[src/rtl/pool_pkg.sv]
// Shared FSM encoding and default geometry for the 2x2 max-pool / ReLU stage.
package pool_pkg;

  localparam int unsigned DEF_IFM_SIZE = 28;
  localparam int unsigned OFM_DEPTH    = DEF_IFM_SIZE * DEF_IFM_SIZE;
  localparam int unsigned POOL_SIDE    = DEF_IFM_SIZE / 2;
  localparam int unsigned OFM_ADDR_W   = $clog2(OFM_DEPTH);
  localparam int unsigned POOL_ADDR_W  = $clog2(POOL_SIDE * POOL_SIDE);

  typedef enum logic [2:0] {
    IDLE,
    READ,
    DRAIN,
    OUT,
    FIN
  } pool_state_e;

  // Counter width that never collapses to zero bits for a 1x1 pooled map.
  function automatic int unsigned min1_clog2(input int unsigned n);
    return (n > 1) ? $clog2(n) : 1;
  endfunction

endpackage

[src/rtl/pool_addr_gen.sv]
// OFM address of one sample of a 2x2 window: idx[0] selects the column, idx[1] the row.
module pool_addr_gen #(
  parameter int unsigned IFM_SIZE = 28,
  parameter int unsigned RC_W     = 4,
  parameter int unsigned ADDR_W   = 10
) (
  input  logic [RC_W-1:0]   row,
  input  logic [RC_W-1:0]   col,
  input  logic [1:0]        idx,
  output logic [ADDR_W-1:0] addr_c
);

  logic [31:0] base;

  always_comb begin
    base   = 32'(row) * 32'(2 * IFM_SIZE) + 32'(col) * 32'd2;
    addr_c = ADDR_W'(base + 32'(idx[0]) + (idx[1] ? 32'(IFM_SIZE) : 32'd0));
  end

endmodule

[src/rtl/maxpool_relu_stage.sv]
// Streams 2x2 windows out of the OFM SRAM and emits their signed maximum.
// Define MAXPOOL_RELU_EN to clamp negative maxima to zero (ReLU); timing is unchanged.
module maxpool_relu_stage
  import pool_pkg::*;
#(
  parameter int unsigned DATA_WIDTH = 8,
  parameter int unsigned IFM_SIZE   = DEF_IFM_SIZE
) (
  input  logic                                               HCLK,
  input  logic                                               HRESET,
  input  logic                                               start,
  output logic                                               ofm_rd_en,
  output logic [$clog2(IFM_SIZE*IFM_SIZE)-1:0]               ofm_rd_addr,
  input  logic signed [DATA_WIDTH-1:0]                       ofm_rd_data,
  output logic                                               pool_valid,
  input  logic                                               pool_ready,
  output logic signed [DATA_WIDTH-1:0]                       pool_data,
  output logic [$clog2((IFM_SIZE/2)*(IFM_SIZE/2))-1:0]       pool_addr,
  output logic                                               busy,
  output logic                                               done
);

  localparam int unsigned HALF    = IFM_SIZE / 2;
  localparam int unsigned OFM_AW  = $clog2(IFM_SIZE * IFM_SIZE);
  localparam int unsigned POOL_AW = $clog2(HALF * HALF);
  localparam int unsigned RC_W    = min1_clog2(HALF);
  localparam logic [RC_W-1:0] LAST_RC = RC_W'(HALF - 1);

  pool_state_e state_q, state_d;
  logic [RC_W-1:0]              row_q, row_d, col_q, col_d;
  logic [1:0]                   rd_idx_q, rd_idx_d;
  logic [1:0]                   cap_idx_q, cap_idx_d;
  logic                         rd_vld_q;
  logic signed [DATA_WIDTH-1:0] max_q, max_d, cap_val_c, result_c;
  logic                         rd_en_d, pool_valid_d, busy_d, done_d;
  logic [OFM_AW-1:0]            rd_addr_d, gen_addr_c;
  logic signed [DATA_WIDTH-1:0] pool_data_d;
  logic [POOL_AW-1:0]           pool_addr_d;

  // Address of the read about to be issued, so the registered address lines up with rd_en.
  pool_addr_gen #(
    .IFM_SIZE (IFM_SIZE),
    .RC_W     (RC_W),
    .ADDR_W   (OFM_AW)
  ) u_addr_gen (
    .row    (row_d),
    .col    (col_d),
    .idx    (rd_idx_d),
    .addr_c (gen_addr_c)
  );

  always_comb begin
    rd_addr_d = rd_en_d ? gen_addr_c : '0;
  end

  // Next-state, counter and output logic.
  always_comb begin
    state_d      = state_q;
    row_d        = row_q;
    col_d        = col_q;
    rd_idx_d     = rd_idx_q;
    cap_idx_d    = cap_idx_q;
    max_d        = max_q;
    rd_en_d      = 1'b0;
    pool_valid_d = pool_valid;
    pool_data_d  = pool_data;
    pool_addr_d  = pool_addr;
    busy_d       = busy;
    done_d       = 1'b0;

    // Read data trails rd_en by one cycle; the first sample of a window loads unconditionally.
    cap_val_c = (cap_idx_q == 2'd0 || ofm_rd_data > max_q) ? ofm_rd_data : max_q;
    if (rd_vld_q) begin
      max_d     = cap_val_c;
      cap_idx_d = cap_idx_q + 2'd1;
    end

`ifdef MAXPOOL_RELU_EN
    result_c = cap_val_c[DATA_WIDTH-1] ? '0 : cap_val_c;
`else
    result_c = cap_val_c;
`endif

    case (state_q)
      IDLE: begin
        if (start) begin
          row_d    = '0;
          col_d    = '0;
          rd_idx_d = '0;
          rd_en_d  = 1'b1;
          busy_d   = 1'b1;
          state_d  = READ;
        end
      end
      READ: begin
        if (rd_idx_q == 2'd3) begin
          rd_idx_d = '0;
          state_d  = DRAIN;
        end else begin
          rd_idx_d = rd_idx_q + 2'd1;
          rd_en_d  = 1'b1;
        end
      end
      DRAIN: begin
        pool_valid_d = 1'b1;
        pool_data_d  = result_c;
        pool_addr_d  = POOL_AW'(32'(row_q) * 32'(HALF) + 32'(col_q));
        state_d      = OUT;
      end
      OUT: begin
        if (pool_ready) begin
          pool_valid_d = 1'b0;
          if (row_q == LAST_RC && col_q == LAST_RC) begin
            busy_d  = 1'b0;
            done_d  = 1'b1;
            state_d = FIN;
          end else begin
            if (col_q == LAST_RC) begin
              col_d = '0;
              row_d = row_q + RC_W'(1);
            end else begin
              col_d = col_q + RC_W'(1);
            end
            rd_idx_d = '0;
            rd_en_d  = 1'b1;
            state_d  = READ;
          end
        end
      end
      FIN: begin
        state_d = IDLE;
      end
      default: begin
        state_d = IDLE;
      end
    endcase
  end

  always_ff @(posedge HCLK or posedge HRESET) begin
    if (HRESET) begin
      state_q     <= IDLE;
      row_q       <= '0;
      col_q       <= '0;
      rd_idx_q    <= '0;
      cap_idx_q   <= '0;
      rd_vld_q    <= 1'b0;
      max_q       <= '0;
      ofm_rd_en   <= 1'b0;
      ofm_rd_addr <= '0;
      pool_valid  <= 1'b0;
      pool_data   <= '0;
      pool_addr   <= '0;
      busy        <= 1'b0;
      done        <= 1'b0;
    end else begin
      state_q     <= state_d;
      row_q       <= row_d;
      col_q       <= col_d;
      rd_idx_q    <= rd_idx_d;
      cap_idx_q   <= cap_idx_d;
      rd_vld_q    <= ofm_rd_en;
      max_q       <= max_d;
      ofm_rd_en   <= rd_en_d;
      ofm_rd_addr <= rd_addr_d;
      pool_valid  <= pool_valid_d;
      pool_data   <= pool_data_d;
      pool_addr   <= pool_addr_d;
      busy        <= busy_d;
      done        <= done_d;
    end
  end

endmodule

[config.mk]
export PLATFORM = sky130hd
export DESIGN_NAME = maxpool_relu_stage
export DESIGN_NICKNAME = d
export VERILOG_FILES = /design/src/rtl/pool_pkg.sv /design/src/rtl/pool_addr_gen.sv /design/src/rtl/maxpool_relu_stage.sv
export SDC_FILE = /design/constraint.sdc
export NUM_CORES = 1
export LEC_CHECK = 0
export ABC_AREA = 0
export CORE_MARGIN = 4
export CORE_UTILIZATION = 56
export CTS_CLUSTER_SIZE = 40
export DETAILED_ROUTE_END_ITERATION = 12
export PLACE_DENSITY = 0.81
export SYNTH_ARGS = -nofsm -noshare
export SYNTH_HDL_FRONTEND = slang
export SYNTH_SLANG_ARGS = --single-unit
[constraint.sdc]
create_clock -name HCLK -period 4.5 [get_ports HCLK]
set_input_delay 0.675 -clock HCLK [delete_from_list [all_inputs] [get_ports HCLK]]
set_output_delay 0.675 -clock HCLK [all_outputs]
set_load 0.01 [all_outputs]
==> summary.txt, run 1 <==
Yosys
  • Gate Count Post-Synth: 335
  • Post-Syn Area: 0.00332 mm^2
  • Post-synthesis sequential area ratio: slightly above 40%
  • Ys Warns: 0
  • Seq cells post-synth: 54
  • Synth cell types: 49
  • Post-Syn Nets: 391
  • Number of synthesized flops with an enable pin: 0
  • Ys flop type: dfrtp_1
  • Async set-or-reset flop fraction in the synthesized netlist: 100%
  • Syn avg cell area: 9.91 um^2

Route
  • WL final: 6500 um
  • Detailed Routing Iterations Pass 1: 4
  • Drt drc: 0
  • Vias/cell: 5.53
  • WL/cell: 14.4 um
  • Initial DRC Count: 58
  • ANT nets after route: 0
  • Via count: 2490

Worst setup path
  • Max stage delay on crit path: 0.57 ns
  • Crit path kind: input port to flip-flop
  • Worst Path Required: 4.70 ns
  • CP Data Arrival Time: a little over 4 ns
  • Crit path max-delay cell type: fa_1
  • Worst Setup End Kind: flip-flop
  • Crit path max fanout: 5
  • Startpoint types: input port
  • WP buf/inv: 1
  • Delay-heaviest family, CP: simple AND/OR/NAND/NOR gates
  • CP Cell Sequence: clkdlybuf4s50_1 > or4b_4 > nand2_1 > o21ai_1 > nand2_1 > o21ai_0 > ha_1 > fa_1 > fa_1 > a21o_1 > nand2_1 > nor4b_1 > xor2_1 > nor2_1
  • Crit path top cell by count: nand2_1

Final layout
  • Fill count: 430
  • Commonest cells after routing, fill and taps aside: dfrtp_1 (54), clkdlybuf4s50_1 (41), nand2_1 (36), ha_1 (34), nor2_1 (33)
  • Design area: slightly below 0.004 mm^2
  • Most common cell after layout, fill and taps aside: dfrtp_1
  • N_diodes: 0
  • Layout cells sized above 1: 7.94%
  • Synthesis-to-layout area growth: 17.6%
  • Nets: 433

Clocking
  • Post-cts resize count: 0
  • Clock buffer depth: 2
  • H-tree levels: 2
  • CTS Buf Count: 5
  • Clock sinks: 54
  • Post-CTS Setup Inserts: 0
  • CTS Hold Bufs: 0
  • Clock Latency Late Sink: 0.31 ns
  • CTS root buffer: clkbuf_8
  • TritonCTS clock tree: yes
  • Clock transition at path regs: ~0.1 ns

Placement
  • GPL Wtd Cong: between 0.8 and 0.9
  • Post-DP HPWL: around 4900 um
  • PortBufs: a little over 40
  • Area of placed instances: 0.00379 mm^2

Hold path
  • Worst Hold Class: flip-flop to flip-flop

Timing
  • Slew margin rel.: 27.8%
  • Final min period: 3.93 ns
  • Worst-margin pin slew: around 1.1 ns
  • Hold Vio Cnt, Final: 0
  • Setup TNS: 0 ns
  • F_max: 254 MHz
  • Clock skew: 0.00640 ns
  • Max Transition Viols Final: 0
  • Final Cycle Share: between 80 and 90%
  • Final setup fails: 0
  • RSZ-0062 raised after global routing: no

Floorplan
  • Starting Density: 58.8%
  • Row count: 27
  • Die footprint: 0.00722 mm^2
  • Die height: about 85 um
  • Io pins: 42
  • Core region area: 0.00564 mm^2
  • Width of the chip: 85.0 um

Power
  • Leakage power figure: 1.90 nW
  • PwrDens: 498 mW/mm^2
  • Maximum vdd drop: approximately 0.36 mV

Run status
  • Status: finished, final reports clean

Global route
  • Gr ovfl total: 0
  • Total Routing Usage GR: 18.5%
  • Largest net degree at the start of global routing: 55
  • Initial antenna violation count: 0
  • Vias in the first global route: 2509
  • First-pass GRT wire length: 11100 um

Run
  • Max_cap viols: 0
-- synth_stat cells (3+ instances only) --
library cell,n,share of area [%]
a211oi_1,4,0.90
a21o_1,6,1.4
a21oi_1,19,2.9
a31oi_1,10,1.9
and2_1,4,0.75
and3_1,3,0.57
clkbuf_1,3,0.34
dfrtp_1,54,41
fa_1,10,6.0
ha_1,34,13
inv_1,27,3.1
mux2_2,8,2.7
nand2_1,36,4.1
nand3_1,9,1.4
nor2_1,33,3.7
nor3_1,3,0.45
o21ai_0,20,3.0
xnor2_1,5,1.3
xor2_1,9,2.4
-- worst paths after layout --
path	depth (start not counted)	endpoint	start	slack, ns
hold / removal	0	rd_vld_q	ofm_rd_en	0.40
hold reg to reg	0	rd_vld_q	ofm_rd_en	0.40
setup reg to reg	14	ofm_rd_addr[9]	row_q[2]	0.61
max in group asynchronous	2	pool_addr[7]	HRESET	2.89
setup / recovery	14	ofm_rd_addr[9]	start	0.57
min in group asynchronous	2	pool_data[6]	HRESET	0.95
-- sequential cells by signal, indices dropped and copies added (netlist names) --
| signal | flops |
|---|---|
| ofm_rd_addr | 10 |
| max_q | 8 |
| pool_addr | 8 |
| pool_data | 8 |
| col_q | 4 |
| row_q | 4 |
| state_q | 3 |
| cap_idx_q | 2 |
| rd_idx_q | 2 |
| busy | 1 |
| done | 1 |
| ofm_rd_en | 1 |
| pool_valid | 1 |
| rd_vld_q | 1 |
-- final cells by class --
cell class              instances  area [um^2]  area share (%)
inverters                      28          105            2.69
clock inverters                 3         43.8            1.12
clock buffers                   5         68.8            1.76
flip-flops and latches         54         1350            34.6
multi-input cells             246         1830            46.8
well taps                      72         90.1            2.31
repair buffers                 42          418            10.7
-- logic make-up after synthesis --
| family | after synthesis | synth area share [%] |
|---|---|---|
| muxes | 11 | 4.00 |
| xor gates and xnor gates | 14 | 3.69 |
| and+or+nand+nor | 102 | 14.2 |
| buffers and inverters | 35 | 4.26 |
| DFF | 54 | 40.7 |
| AOI/OAI and AO/OA | 75 | 14.3 |
| adders and majority gates | 44 | 18.8 |
-- stage by stage --
step	utilization, %	setup WS [ns]	total power [mW]	std cells	hold WS [ns]
after floorplan	-	0.917	1.31	335	0.416
final	69.2	0.566	1.95	450	0.402
after CTS	69.2	0.582	1.96	450	0.413
after detailed placement	67.2	0.266	1.62	442	0.390
after global placement	67.2	0.340	1.59	442	0.385
after global routing	69.2	0.309	2.09	450	0.434
-- power breakdown --
| group | switching [mW] | leakage (nW) | internal (mW) |
|---|---|---|---|
| logic | 0.466 | 1.16 | 0.402 |
| clock network | 0.165 | 0.0585 | 0.167 |
| registers | 0.114 | 0.683 | 0.633 |
-- per-layer routing --
layer / vias up / GRT usage [%] / wire (um)
met5: - / 0 / 0
met4: 0 / 4.60 / 67
met3: 11 / 4.08 / 298
met2: 56 / 32.1 / 3260
met1: 1189 / 23.5 / 2880
li1: 1234 / - / -
No activity file was read; power rests on OpenSTA's default activity.
==> inputs of run 2 (changes only) <==
--- a/config.mk
+++ b/config.mk
@@ -6,6 +6,7 @@
 export NUM_CORES = 1
 export LEC_CHECK = 0
 export ABC_AREA = 0
+export CORE_ASPECT_RATIO = 0.5
 export CORE_MARGIN = 4
 export CORE_UTILIZATION = 56
 export CTS_CLUSTER_SIZE = 40
==> summary.txt, run 2 (synthesis gave the netlist of run 1 again) <==
Run status
  • Status: finished, final reports clean

Hold path
  • Worst hold path startpoint: ofm_rd_en
  • Hold worst-path end: rd_vld_q
  • Worst Hold Class: flip-flop to flip-flop
  • Hold Path Depth: 0

Clocking
  • Clock sinks: 54
  • Post-cts resize count: 0
  • CTS root buffer: clkbuf_16
  • Clock buffer depth: 2
  • CTS Hold Bufs: 0
  • CTS Buf Count: 5
  • TritonCTS clock tree: yes
  • H-tree levels: 2
  • Post-CTS Setup Inserts: 0
  • Clock Latency Late Sink: 0.29 ns
  • Clock transition at path regs: 0.07 ns

Placement
  • DP Cell Count: 444
  • GPL Wtd Cong: between 0.8 and 0.9
  • Dpl ws: roughly 0.22 ns
  • PortBufs: approximately 40
  • Area of placed instances: between 0.003 and 0.004 mm^2
  • Post-DP HPWL: 5050 um

Timing
  • Setup TNS: 0 ns
  • Worst-margin pin slew: roughly 1.1 ns
  • Max Transition Viols Final: 0
  • Slew margin rel.: 27.5%
  • Final Cycle Share: 89.1%
  • Hold Vio Cnt, Final: 0
  • F_max: 249 MHz
  • RSZ-0062 raised after global routing: no
  • Final setup fails: 0
  • Setup ws final: 0.491 ns
  • Clock skew: 0.00518 ns
  • Final min period: 4.01 ns

Floorplan
  • Width of the chip: 117 um
  • Die height: roughly 62 um
  • Starting Density: 59.2%
  • Die footprint: 0.00730 mm^2
  • Row count: 19
  • Core region area: 0.00561 mm^2
  • Io pins: 42

Route
  • Detailed Routing Iterations Pass 1: 4
  • Via count: 2508
  • WL/cell: 14.7 um
  • WL final: 6630 um
  • ANT nets after route: 0
  • Drt drc: 0
  • Initial DRC Count: 180
  • Vias/cell: 5.56

Final layout
  • Most common cell after layout, fill and taps aside: dfrtp_1
  • Layout cells sized above 1: under 10%
  • Synthesis-to-layout area growth: 18.6%
  • Commonest cells after routing, fill and taps aside: dfrtp_1 (54), clkdlybuf4s50_1 (41), nand2_1 (36), ha_1 (34), nor2_1 (33)
  • Final non-filler cell total: between 400 and 500
  • Fin util: 70.2%
  • Nets: 434
  • Design area: 0.00394 mm^2
  • Number of flip-flops in the largest register: 10
  • Top reg by flops: ofm_rd_addr
  • N_diodes: 0
  • Fill count: 414

Worst setup path
  • CP Cell Sequence: clkdlybuf4s50_1 > or4b_4 > nand2_1 > o21ai_1 > nand2_1 > o21ai_0 > ha_1 > fa_1 > fa_1 > a21o_1 > nand2_1 > nor4b_1 > xor2_1 > nor2_1
  • Worst Setup End Kind: flip-flop
  • CP Data Arrival Time: 4.23 ns
  • Startpoint types: input port
  • Crit path kind: input port to flip-flop
  • R2r setup slk: 0.50 ns
  • Worst Path Required: about 4.7 ns
  • Max stage delay on crit path: 0.53 ns
  • Crit path max-delay cell type: or4b_4
  • Crit path max fanout: 5
  • Worst reg2reg path depth: 14
  • Reg-to-Reg End: ofm_rd_addr[9]
  • Reg2reg start: row_q[2]
  • Crit path top cell by count: nand2_1

Global route
  • Initial antenna violation count: 0
  • Largest net degree at the start of global routing: 55
  • Total Routing Usage GR: 19.9%
  • Gr ovfl total: 0
  • Vias in the first global route: 2582
  • First-pass GRT wire length: 11800 um

Run
  • Max_cap viols: 0

Power
  • Maximum vdd drop: ~0.27 mV
  • Leakage power figure: 1.91 nW
  • PwrDens: between 500 and 600 mW/mm^2
-- run 2: metal layers --
metal	vias up	global-route usage [%]	wire length (um)
met5	-	0	0
met3	4	4.26	269
met1	1212	25.0	2960
li1	1238	-	-
met2	54	34.8	3340
met4	0	5.01	61
-- run 2: area by class of cell --
type	instances	area, um^2	share of cell area, %
Clock buffer	6	129	3.27
Clock inverter	1	7.51	0.191
Inverter	28	105	2.67
Multi-Input combinational cell	246	1830	46.4
Sequential cell	54	1350	34.3
Tap cell	73	91.3	2.32
Timing Repair Buffer	43	425	10.8
-- run 2: through the flow --
stage               power [mW]  hold WS (ns)
floorplan                 1.31         0.416
global placement          1.57         0.359
detailed placement        1.61         0.378
CTS                       1.99         0.392
global route              2.14         0.400
finish                    1.98         0.393
-- run 2: worst max path at each step --
stage                   from              to  slack, ns  cells after the start
floorplan           col_q[0]  ofm_rd_addr[9]       0.92                     14
CTS                 row_q[2]  ofm_rd_addr[9]       0.50                     14
global route        row_q[2]  ofm_rd_addr[9]       0.20                     14
detailed placement     start  ofm_rd_addr[9]       0.22                     14
global placement       start  ofm_rd_addr[9]       0.33                     14
finish                 start  ofm_rd_addr[9]       0.49                     14
-- run 2: power breakdown --
part	leakage [nW]	internal, mW	total [mW]	switching [mW]
combinational	1.16	0.403	0.854	0.451
clock	0.0629	0.204	0.370	0.167
sequential	0.683	0.634	0.753	0.119
total	1.91	1.24	1.98	0.737
-- run 2: critical path, delay by kind of cell --
family | cells | cell delay, ns
adder cells (fa/ha/maj) | 3 | 1.35
AND/OR/NAND/NOR | 6 | 1.03
AO/OA/AOI/OAI | 3 | 0.49
XOR/XNOR | 1 | 0.16
buffers and inverters | 1 | 0.52
==> inputs of run 3 (changes only) <==
--- a/config.mk
+++ b/config.mk
@@ -7,11 +7,13 @@
 export LEC_CHECK = 0
 export ABC_AREA = 0
 export CORE_ASPECT_RATIO = 0.5
-export CORE_MARGIN = 4
+export CORE_MARGIN = 3
 export CORE_UTILIZATION = 56
+export CTS_CLUSTER_DIAMETER = 30
 export CTS_CLUSTER_SIZE = 40
 export DETAILED_ROUTE_END_ITERATION = 12
 export PLACE_DENSITY = 0.81
+export SKIP_CTS_REPAIR_TIMING = 1
 export SYNTH_ARGS = -nofsm -noshare
 export SYNTH_HDL_FRONTEND = slang
 export SYNTH_SLANG_ARGS = --single-unit
==> summary.txt, run 3 (synthesis gave the netlist of run 1 again) <==
Hold path
  • Worst hold path startpoint: ofm_rd_en
  • Worst Hold Class: flip-flop to flip-flop
  • Hold Path Depth: 0
  • Hold worst-path end: rd_vld_q

Final layout
  • Layout cells sized above 1: 7.92%
  • Fin util: a little over two thirds
  • Final non-filler cell total: roughly 450
  • Most common cell after layout, fill and taps aside: dfrtp_1
  • Number of flip-flops in the largest register: 10
  • Top reg by flops: ofm_rd_addr
  • Commonest cells after routing, fill and taps aside: dfrtp_1 (54), clkdlybuf4s50_1 (41), nand2_1 (36), ha_1 (34), nor2_1 (33)
  • Synthesis-to-layout area growth: 18.8%
  • Fill count: between 400 and 500
  • Area of the multi-input gates: 0.00183 mm^2
  • Nets: 434
  • N_diodes: 0
  • Reg area: 0.00135 mm^2

Route
  • Vias/cell: 5.60
  • Drt drc: 0
  • Initial DRC Count: 193
  • Via count: around 2500
  • WL/cell: between 10 and 15 um
  • ANT nets after route: 0
  • Detailed Routing Iterations Pass 1: 4
  • WL final: 6750 um

Floorplan
  • Row count: 19
  • Die footprint: a little under 0.007 mm^2
  • Width of the chip: 115 um
  • Io pins: 42
  • Die height: between 60 and 70 um
  • Starting Density: 59.2%
  • Core region area: roughly 0.0056 mm^2

Global route
  • Total Routing Usage GR: between 20% and 30%
  • Vias in the first global route: about 2600
  • Largest net degree at the start of global routing: 55
  • First-pass GRT wire length: 11500 um
  • Gr ovfl total: 0
  • Initial antenna violation count: 0

Timing
  • RSZ-0062 raised after global routing: no
  • Hold Vio Cnt, Final: 0
  • Setup TNS: 0 ns
  • Setup ws final: 0.481 ns
  • F_max: ~250 MHz
  • Worst-margin pin slew: around 1.1 ns
  • Final setup fails: 0
  • Max Transition Viols Final: 0
  • Final Cycle Share: 89.3%
  • Slew margin rel.: 26.6%
  • Final min period: 4.02 ns
  • Clock skew: approximately 0.0050 ns

Placement
  • GPL Wtd Cong: between 0.8 and 0.9
  • DP Cell Count: 444
  • PortBufs: 41
  • Post-DP HPWL: 5190 um
  • Dpl ws: 0.222 ns

Power
  • Part of the power in combinational logic: 43.1%
  • PwrDens: around 500 mW/mm^2
  • Sw Ratio: 37.6%
  • Flop pwr share: 37.7%
  • Clock share of power: 19.2%
  • Maximum vdd drop: 0.229 mV
  • P_int: between 1 and 1.5 mW
  • P_sw: 0.749 mW
  • Leakage power figure: 1.91 nW

Clocking
  • TritonCTS clock tree: yes
  • Clock transition at path regs: about 0.070 ns
  • H-tree levels: 2
  • Clock sinks: 54
  • CTS root buffer: clkbuf_16
  • Clock Latency Late Sink: 0.29 ns
  • CTS Buf Count: 5
  • Clock buffer depth: 2

Worst setup path
  • CP Data Arrival Time: between 4 and 5 ns
  • Worst reg2reg path depth: 14
  • Crit path kind: input port to flip-flop
  • Worst Setup End Kind: flip-flop
  • CP Cell Sequence: clkdlybuf4s50_1 > or4b_4 > nand2_1 > o21ai_1 > nand2_1 > o21ai_0 > ha_1 > fa_1 > fa_1 > a21o_1 > nand2_1 > nor4b_1 > xor2_1 > nor2_1
  • Startpoint types: input port
  • Reg2reg start: row_q[2]
  • Cell depth of the worst setup path: 14
  • Max stage delay on crit path: 0.53 ns
  • Crit path top cell by count: nand2_1
  • Delay-heaviest family, CP: adder cells
  • Crit path max-delay cell type: or4b_4
  • Reg-to-Reg End: ofm_rd_addr[9]
  • WP buf/inv: 1
  • R2r setup slk: 0.54 ns
  • Worst Path Required: ~4.7 ns
  • Crit path max fanout: 5

Run
  • Max_cap viols: 0

Run status
  • Status: finished, final reports clean
## run 3: changes by cell type in the layout (fill, tap and decap cells not counted), sizes merged
cell | previous run | this run
clkinv | 0 | 2
clkinvlp | 1 | 0
## run 3: through the flow
stage | power, mW | cell area, um^2 | hold WS, ns
floorplan | 1.31 | 3320 | 0.416
global placement | 1.56 | 3800 | 0.359
detailed placement | 1.62 | 3800 | 0.382
CTS | 2.00 | 3940 | 0.399
global route | 2.15 | 3940 | 0.405
finish | 1.99 | 3940 | 0.403
## run 3: per-layer routing
| layer | vias up | track usage [%] | wire length, um |
|---|---|---|---|
| met2 | 56 | 40.9 | 3520 |
| li1 | 1235 | - | - |
| met3 | 7 | 4.28 | 249 |
| met4 | 0 | 5.85 | 50 |
| met1 | 1234 | 23.8 | 2930 |
| met5 | - | 0 | 0 |
## run 3: area by class of cell
| class | count | share of cell area (%) |
|---|---|---|
| sequential | 54 | 34.3 |
| timing repair buffer | 43 | 10.8 |
| clock buffer | 6 | 3.27 |
| tap | 73 | 2.32 |
| inverter | 28 | 2.67 |
| multi-input combinational | 246 | 46.3 |
| clock inverter | 2 | 0.349 |
## run 3: worst max-delay path by stage
stage / slack [ns] / to / start
2_1_floorplan: 0.92 / ofm_rd_addr[9] / col_q[0]
3_3_place_gp: 0.33 / ofm_rd_addr[9] / start
3_5_place_dp: 0.22 / ofm_rd_addr[9] / start
4_1_cts: 0.49 / ofm_rd_addr[9] / start
5_1_grt: 0.18 / ofm_rd_addr[9] / start
6_report: 0.48 / ofm_rd_addr[9] / start
## run 3: power by group through the flow
stage	Clock, mW	Sequential, mW	Combinational [mW]
3_5_place_dp	0	0.759	0.860
4_1_cts	0.384	0.751	0.866
5_1_grt	0.408	0.769	0.969
6_report	0.383	0.750	0.859
3_3_place_gp	0	0.749	0.816
2_1_floorplan	0	0.756	0.557
